## src/rtl/calc_pkg.sv

```systemverilog
// Shared types for the calculator arithmetic stage: op codes, FSM states
// and the decode rule that folds reserved op codes onto CLEAR.
package calc_pkg;

   typedef enum logic [2:0] {
      OP_ADD    = 3'd0,
      OP_SUB    = 3'd1,
      OP_MUL    = 3'd2,
      OP_DIV    = 3'd3,
      OP_RECALL = 3'd4,
      OP_CLEAR  = 3'd5
   } calc_op_e;

   typedef enum logic {
      ST_IDLE = 1'b0,
      ST_DIV  = 1'b1
   } calc_state_e;

   // Op codes at or above this value (CLEAR and the reserved 6/7) produce 0.
   localparam logic [2:0] OP_CLEAR_MIN = 3'd5;

   function automatic calc_op_e decode_op(input logic [2:0] code);
      if (code >= OP_CLEAR_MIN) begin
         return OP_CLEAR;
      end
      return calc_op_e'(code);
   endfunction

endpackage

```

## src/rtl/calc_div_iter.sv

```systemverilog
// Restoring unsigned divider, one quotient bit per cycle, MSB first.
// done is high during the final iteration cycle and quotient then carries
// the completed result, so the caller can register it on that same edge.
module calc_div_iter #(
   parameter int DATA_WIDTH = 32,
   parameter int CNT_WIDTH  = $clog2(DATA_WIDTH) + 1
) (
   input  logic                  clk,
   input  logic                  rst,
   input  logic                  start,
   input  logic [DATA_WIDTH-1:0] dividend,
   input  logic [DATA_WIDTH-1:0] divisor,
   output logic                  done,
   output logic [DATA_WIDTH-1:0] quotient
);

   logic [DATA_WIDTH-1:0] rem_q;
   logic [DATA_WIDTH-1:0] quo_q;
   logic [DATA_WIDTH-1:0] dvs_q;
   logic [CNT_WIDTH-1:0]  cnt_q;
   logic                  active_q;

   logic [DATA_WIDTH:0]   shifted;
   logic [DATA_WIDTH:0]   diff;
   logic                  fits;
   logic [DATA_WIDTH-1:0] rem_next;
   logic [DATA_WIDTH-1:0] quo_next;

   // One restoring step: bring down the next dividend bit, try the subtract.
   always_comb begin
      shifted  = {rem_q, quo_q[DATA_WIDTH-1]};
      diff     = shifted - {1'b0, dvs_q};
      fits     = ~diff[DATA_WIDTH];
      rem_next = fits ? diff[DATA_WIDTH-1:0] : shifted[DATA_WIDTH-1:0];
      quo_next = {quo_q[DATA_WIDTH-2:0], fits};
   end

   assign done     = active_q && (cnt_q == '0);
   assign quotient = quo_next;

   // Iteration registers: load on start, then step until the counter hits 0.
   always_ff @(posedge clk) begin
      if (rst) begin
         rem_q    <= '0;
         quo_q    <= '0;
         dvs_q    <= '0;
         cnt_q    <= '0;
         active_q <= 1'b0;
      end else if (start) begin
         rem_q    <= '0;
         quo_q    <= dividend;
         dvs_q    <= divisor;
         cnt_q    <= CNT_WIDTH'(DATA_WIDTH - 1);
         active_q <= 1'b1;
      end else if (active_q) begin
         rem_q <= rem_next;
         quo_q <= quo_next;
         if (cnt_q == '0) begin
            active_q <= 1'b0;
         end else begin
            cnt_q <= cnt_q - CNT_WIDTH'(1);
         end
      end
   end

endmodule

```

## src/rtl/calc_alu_seq.sv

```systemverilog
// Sequential arithmetic stage feeding the result-memory enable flop.
// Handshake: a transfer happens on a rising edge where calc_in_valid and
// calc_in_ready are both high; operands, op and use_mem are captured only
// then. Ready drops for the cycle carrying calc_res_en so the downstream
// flop has updated before the next use_mem operation samples calc_mem_q.
module calc_alu_seq
   import calc_pkg::*;
#(
   parameter int DATA_WIDTH = 32,
   parameter int CNT_WIDTH  = $clog2(DATA_WIDTH) + 1
) (
   input  logic                  calc_clk,
   input  logic                  calc_rst,
   input  logic                  calc_in_valid,
   output logic                  calc_in_ready,
   input  logic [2:0]            calc_op,
   input  logic                  calc_use_mem,
   input  logic [DATA_WIDTH-1:0] calc_val1,
   input  logic [DATA_WIDTH-1:0] calc_val2,
   input  logic [DATA_WIDTH-1:0] calc_mem_q,
   output logic [DATA_WIDTH-1:0] calc_res_d,
   output logic                  calc_res_en,
   output logic                  calc_div_zero,
   output logic                  calc_busy
);

   calc_state_e           state_q;
   calc_op_e              op;
   logic                  transfer;
   logic [DATA_WIDTH-1:0] op_a;
   logic [DATA_WIDTH-1:0] alu_res;
   logic                  div_start;
   logic                  div_done;
   logic [DATA_WIDTH-1:0] div_quot;

   assign calc_in_ready = (state_q == ST_IDLE) && !calc_res_en && !calc_rst;
   assign calc_busy     = (state_q == ST_DIV);
   assign transfer      = calc_in_valid && calc_in_ready;
   assign op            = decode_op(calc_op);
   assign op_a          = calc_use_mem ? calc_mem_q : calc_val1;
   assign div_start     = transfer && (op == OP_DIV) && (calc_val2 != '0);

   // Single-cycle result for every op except DIV.
   always_comb begin
      alu_res = '0;
      case (op)
         OP_ADD:    alu_res = op_a + calc_val2;
         OP_SUB:    alu_res = op_a - calc_val2;
         OP_MUL:    alu_res = op_a * calc_val2;
         OP_RECALL: alu_res = op_a;
         default:   alu_res = '0;
      endcase
   end

   calc_div_iter #(
      .DATA_WIDTH (DATA_WIDTH),
      .CNT_WIDTH  (CNT_WIDTH)
   ) u_div (
      .clk      (calc_clk),
      .rst      (calc_rst),
      .start    (div_start),
      .dividend (op_a),
      .divisor  (calc_val2),
      .done     (div_done),
      .quotient (div_quot)
   );

   // Control FSM with registered result, write pulse and divide-by-zero flag.
   always_ff @(posedge calc_clk) begin
      if (calc_rst) begin
         state_q       <= ST_IDLE;
         calc_res_d    <= '0;
         calc_res_en   <= 1'b0;
         calc_div_zero <= 1'b0;
      end else begin
         calc_res_en   <= 1'b0;
         calc_div_zero <= 1'b0;
         case (state_q)
            ST_IDLE: begin
               if (transfer) begin
                  if (op == OP_DIV) begin
                     if (calc_val2 == '0) begin
                        calc_res_d    <= '1;
                        calc_res_en   <= 1'b1;
                        calc_div_zero <= 1'b1;
                     end else begin
                        state_q <= ST_DIV;
                     end
                  end else begin
                     calc_res_d  <= alu_res;
                     calc_res_en <= 1'b1;
                  end
               end
            end
            ST_DIV: begin
               if (div_done) begin
                  calc_res_d  <= div_quot;
                  calc_res_en <= 1'b1;
                  state_q     <= ST_IDLE;
               end
            end
            default: state_q <= ST_IDLE;
         endcase
      end
   end

endmodule

```

## config.mk

```make
export PLATFORM = sky130hd
export DESIGN_NAME = calc_alu_seq
export DESIGN_NICKNAME = d
export VERILOG_FILES = /design/src/rtl/calc_pkg.sv /design/src/rtl/calc_div_iter.sv /design/src/rtl/calc_alu_seq.sv
export SDC_FILE = /design/constraint.sdc
export NUM_CORES = 2
export LEC_CHECK = 0
export BUFFER_PORTS_ARGS = -buffer_cell sky130_fd_sc_hd__buf_2
export CORE_ASPECT_RATIO = 1.2
export CORE_MARGIN = 2
export CORE_UTILIZATION = 28
export CTS_CLUSTER_SIZE = 30
export DETAILED_ROUTE_END_ITERATION = 8
export GPL_TIMING_DRIVEN = 1
export PLACE_DENSITY = 0.4
export RECOVER_POWER = 100
export SYNTH_ARGS = -nofsm -noshare
export SYNTH_HDL_FRONTEND = slang
export SYNTH_SLANG_ARGS = --single-unit
```

## constraint.sdc

```tcl
create_clock -name calc_clk -period 13.8 [get_ports calc_clk]
set_input_delay 2.76 -clock calc_clk [delete_from_list [all_inputs] [get_ports calc_clk]]
set_output_delay 2.76 -clock calc_clk [all_outputs]
set_load 0.02 [all_outputs]
```

==> key figures <==
Outcome
  • Outcome: finished, violations left
  • Failing checks: capacitance limit, slew limit

Critical path
  • Worst setup EP type: register
  • CP required: 14080 ps
  • Arr. time, crit path: 12070 ps
  • Startpoint class of the critical path: input port
  • R2r worst-path depth: 8
  • CP max FO: 32
  • Setup CP Type: in2reg

Floorplan
  • Die Y: 338.6 um
  • Row count: 122
  • IO Pins: 139
  • Starting Density: 0.2829
  • CORE AREA: 92350 um^2
  • Chip Width: 282.9 um
  • Die area: 95790 um^2

Synthesis
  • EDFF count, synth: 0
  • Syn nets: 3782
  • Syn avg cell area: 8.487 um^2
  • Gate Count Post-Synth: 3079
  • Seq/Total Area, Yosys: 0.1057
  • Synth async-reset ratio: 0
  • Synth warn: 0
  • Distinct cells, synth: 75
  • Flops & latches, synth: 138
  • Main synth FF type: dfxtp_1
  • Mapped Area: 26130 um^2

Layout
  • Most frequent cells in the layout: inv_1 (445), fa_1 (410), nand2_1 (349)
  • Final net count: 3788
  • Finished Cell Area: 28500 um^2
  • Fill cell count: 9831
  • Share of layout cells above drive strength 1: 0.06779
  • Commonest non-fill, non-tap cell in the layout: inv_1
  • P&R area growth vs syn: 9.064%
  • Share of the core filled with cells: 0.3086

Timing
  • Final min period: 11790 ps
  • Final clock period utilization by the worst path: 0.8542
  • Worst slew margin: -1.340
  • Clk_skew: 26.17 ps
  • Max Fclk: 84.83 MHz
  • Final Hold Fails: 0
  • Final Slew Violations: 174
  • Finish-stage setup viols: 0
  • Worst-Margin Slew: 3510 ps
  • RSZ-0062 raised after global routing: false
  • Setup TNS: 0 ps

Clocking
  • Clock transition at path regs: 70 ps
  • Postcts setup bufs: 0
  • CTS root buffer: clkbuf_16
  • H-tree Lvls: 4
  • Total CTS buffers: 17
  • Clock Sinks: 138
  • Clk Latency, worst-skew pair: 460 ps
  • CTS max path bufs: 2
  • CTS Hold Bufs: 0
  • CTS tree: built
  • Post-CTS sizing: 0

Detailed routing
  • Drt via density: 5.013
  • Post-DR wirelength/cell: 22.79 um
  • 1st-iter DRT viols: 1539
  • WL final: 99.06 mm
  • Total number of vias: 21790
  • DR pass1 iterations: 6
  • DRC viols: 0
  • Antenna-violating nets left: 0

Flow run
  • MaxCap Viol Count: 4

Worst hold path
  • WHS Path Cells: 2
  • Min-delay worst type: reg2reg

Global routing
  • GR peak layer: met2
  • Tot GR Track Use: 0.2103
  • Grt met1 use: 0.2758
  • Largest net degree at the start of global routing: 91
  • Global-route wire length before repair: 149.5 mm
  • Global Route met2 Usage: 0.3633
  • Met3 usage: 0.02088
  • Number of antenna violations at the first check in global routing: 6
  • GRT overflow: 0
  • Vias in the first global route: 23370

Placed design
  • Post-DP Area: 27940 um^2
  • GP Congestion: 0.8883
  • Hpwl dp: 74.67 mm
  • IO buf count: 138
-- final cells by class --
class	instances	area, um^2	share of cell area
inverter	446	1674	0.05874
sequential	138	2766	0.09707
tap	1240	1551	0.05444
clock inverter	14	163.9	0.005751
multi-input combinational	2306	20960	0.7354
antenna	9	22.52	0.0007903
timing repair buffer	176	910.9	0.03196
clock buffer	18	450.4	0.01581
-- final timing paths --
check	slack, ps	endpoint	startpoint
worst max-delay path	2010	calc_res_d[31]	calc_use_mem
worst min-delay path	450	u_div.dvs_q[11]	u_div.dvs_q[11]
worst min register to register	450	u_div.dvs_q[11]	u_div.dvs_q[11]
worst max register to register	7540	u_div.quo_q[13]	calc_busy
-- cells by family (layout without fill, tap and decap cells) --
group / after synthesis / count (layout) / share of synthesized area
buffers and inverters: 635 / 654 / 0.09227
other: 0 / 9 / 0
xor gates and xnor gates: 166 / 166 / 0.05689
DFF: 138 / 138 / 0.1057
and+or+nand+nor: 920 / 920 / 0.1738
adders and majority gates: 600 / 600 / 0.4051
AOI/OAI and AO/OA: 522 / 522 / 0.1273
muxes: 98 / 98 / 0.03888
-- synthesized netlist by cell type, types with 52 or more instances --
cell type | n | share of area
inv_1 | 445 | 0.064
fa_1 | 410 | 0.31
nand2_1 | 349 | 0.050
and2_1 | 306 | 0.073
ha_1 | 190 | 0.091
a21oi_1 | 179 | 0.034
clkbuf_1 | 178 | 0.026
dfxtp_1 | 138 | 0.11
nor2_1 | 122 | 0.018
xnor2_1 | 112 | 0.038
o21ai_0 | 105 | 0.020
mux2i_1 | 70 | 0.027
xor2_1 | 52 | 0.017
-- through the flow --
stage | setup WS [ps] | std cells | hold WS [ps]
5_1_grt | 1753 | 4339 | 474.9
6_report | 2012 | 4347 | 454.7
4_1_cts | 2483 | 4338 | 456.4
2_1_floorplan | 3608 | 3079 | 436.3
3_3_place_gp | 2118 | 4306 | 445.5
3_5_place_dp | 2070 | 4306 | 446.5
-- state kept, by name, summed over array words and instances (netlist names) --
signal and flops:
u_div.rem_q 32, calc_res_en 1, calc_div_zero 1, u_div.quo_q 32, u_div.dvs_q 32, u_div.cnt_q 6
calc_res_d 32, u_div.active_q 1, calc_busy 1
-- critical path, stage by stage --
cell,delay [ps]
buf_2,830
mux2i_1,1120
inv_1,150
clkbuf_1,530
and2_0,370
fa_1,390
fa_1,390
inv_1,100
fa_1,400
fa_1,500
inv_1,40
ha_1,270
ha_1,290
fa_1,500
fa_1,420
ha_1,360
a41o_1,260
a21oi_1,320
inv_1,80
o2111a_1,270
o21ai_0,630
a311o_1,340
o21ai_0,120
xnor2_1,170
a221oi_1,310
nor3_1,70
-- metal layers --
layer | vias up | routed length [um]
li1 | 9893 | -
met1 | 11140 | 43080
met2 | 650 | 48510
met3 | 113 | 4821
met4 | 2 | 2642
met5 | - | 13
Power is left out: the tool's default activity adds up to more than one toggle a clock period on the data nets, which glitch-free logic cannot reach.
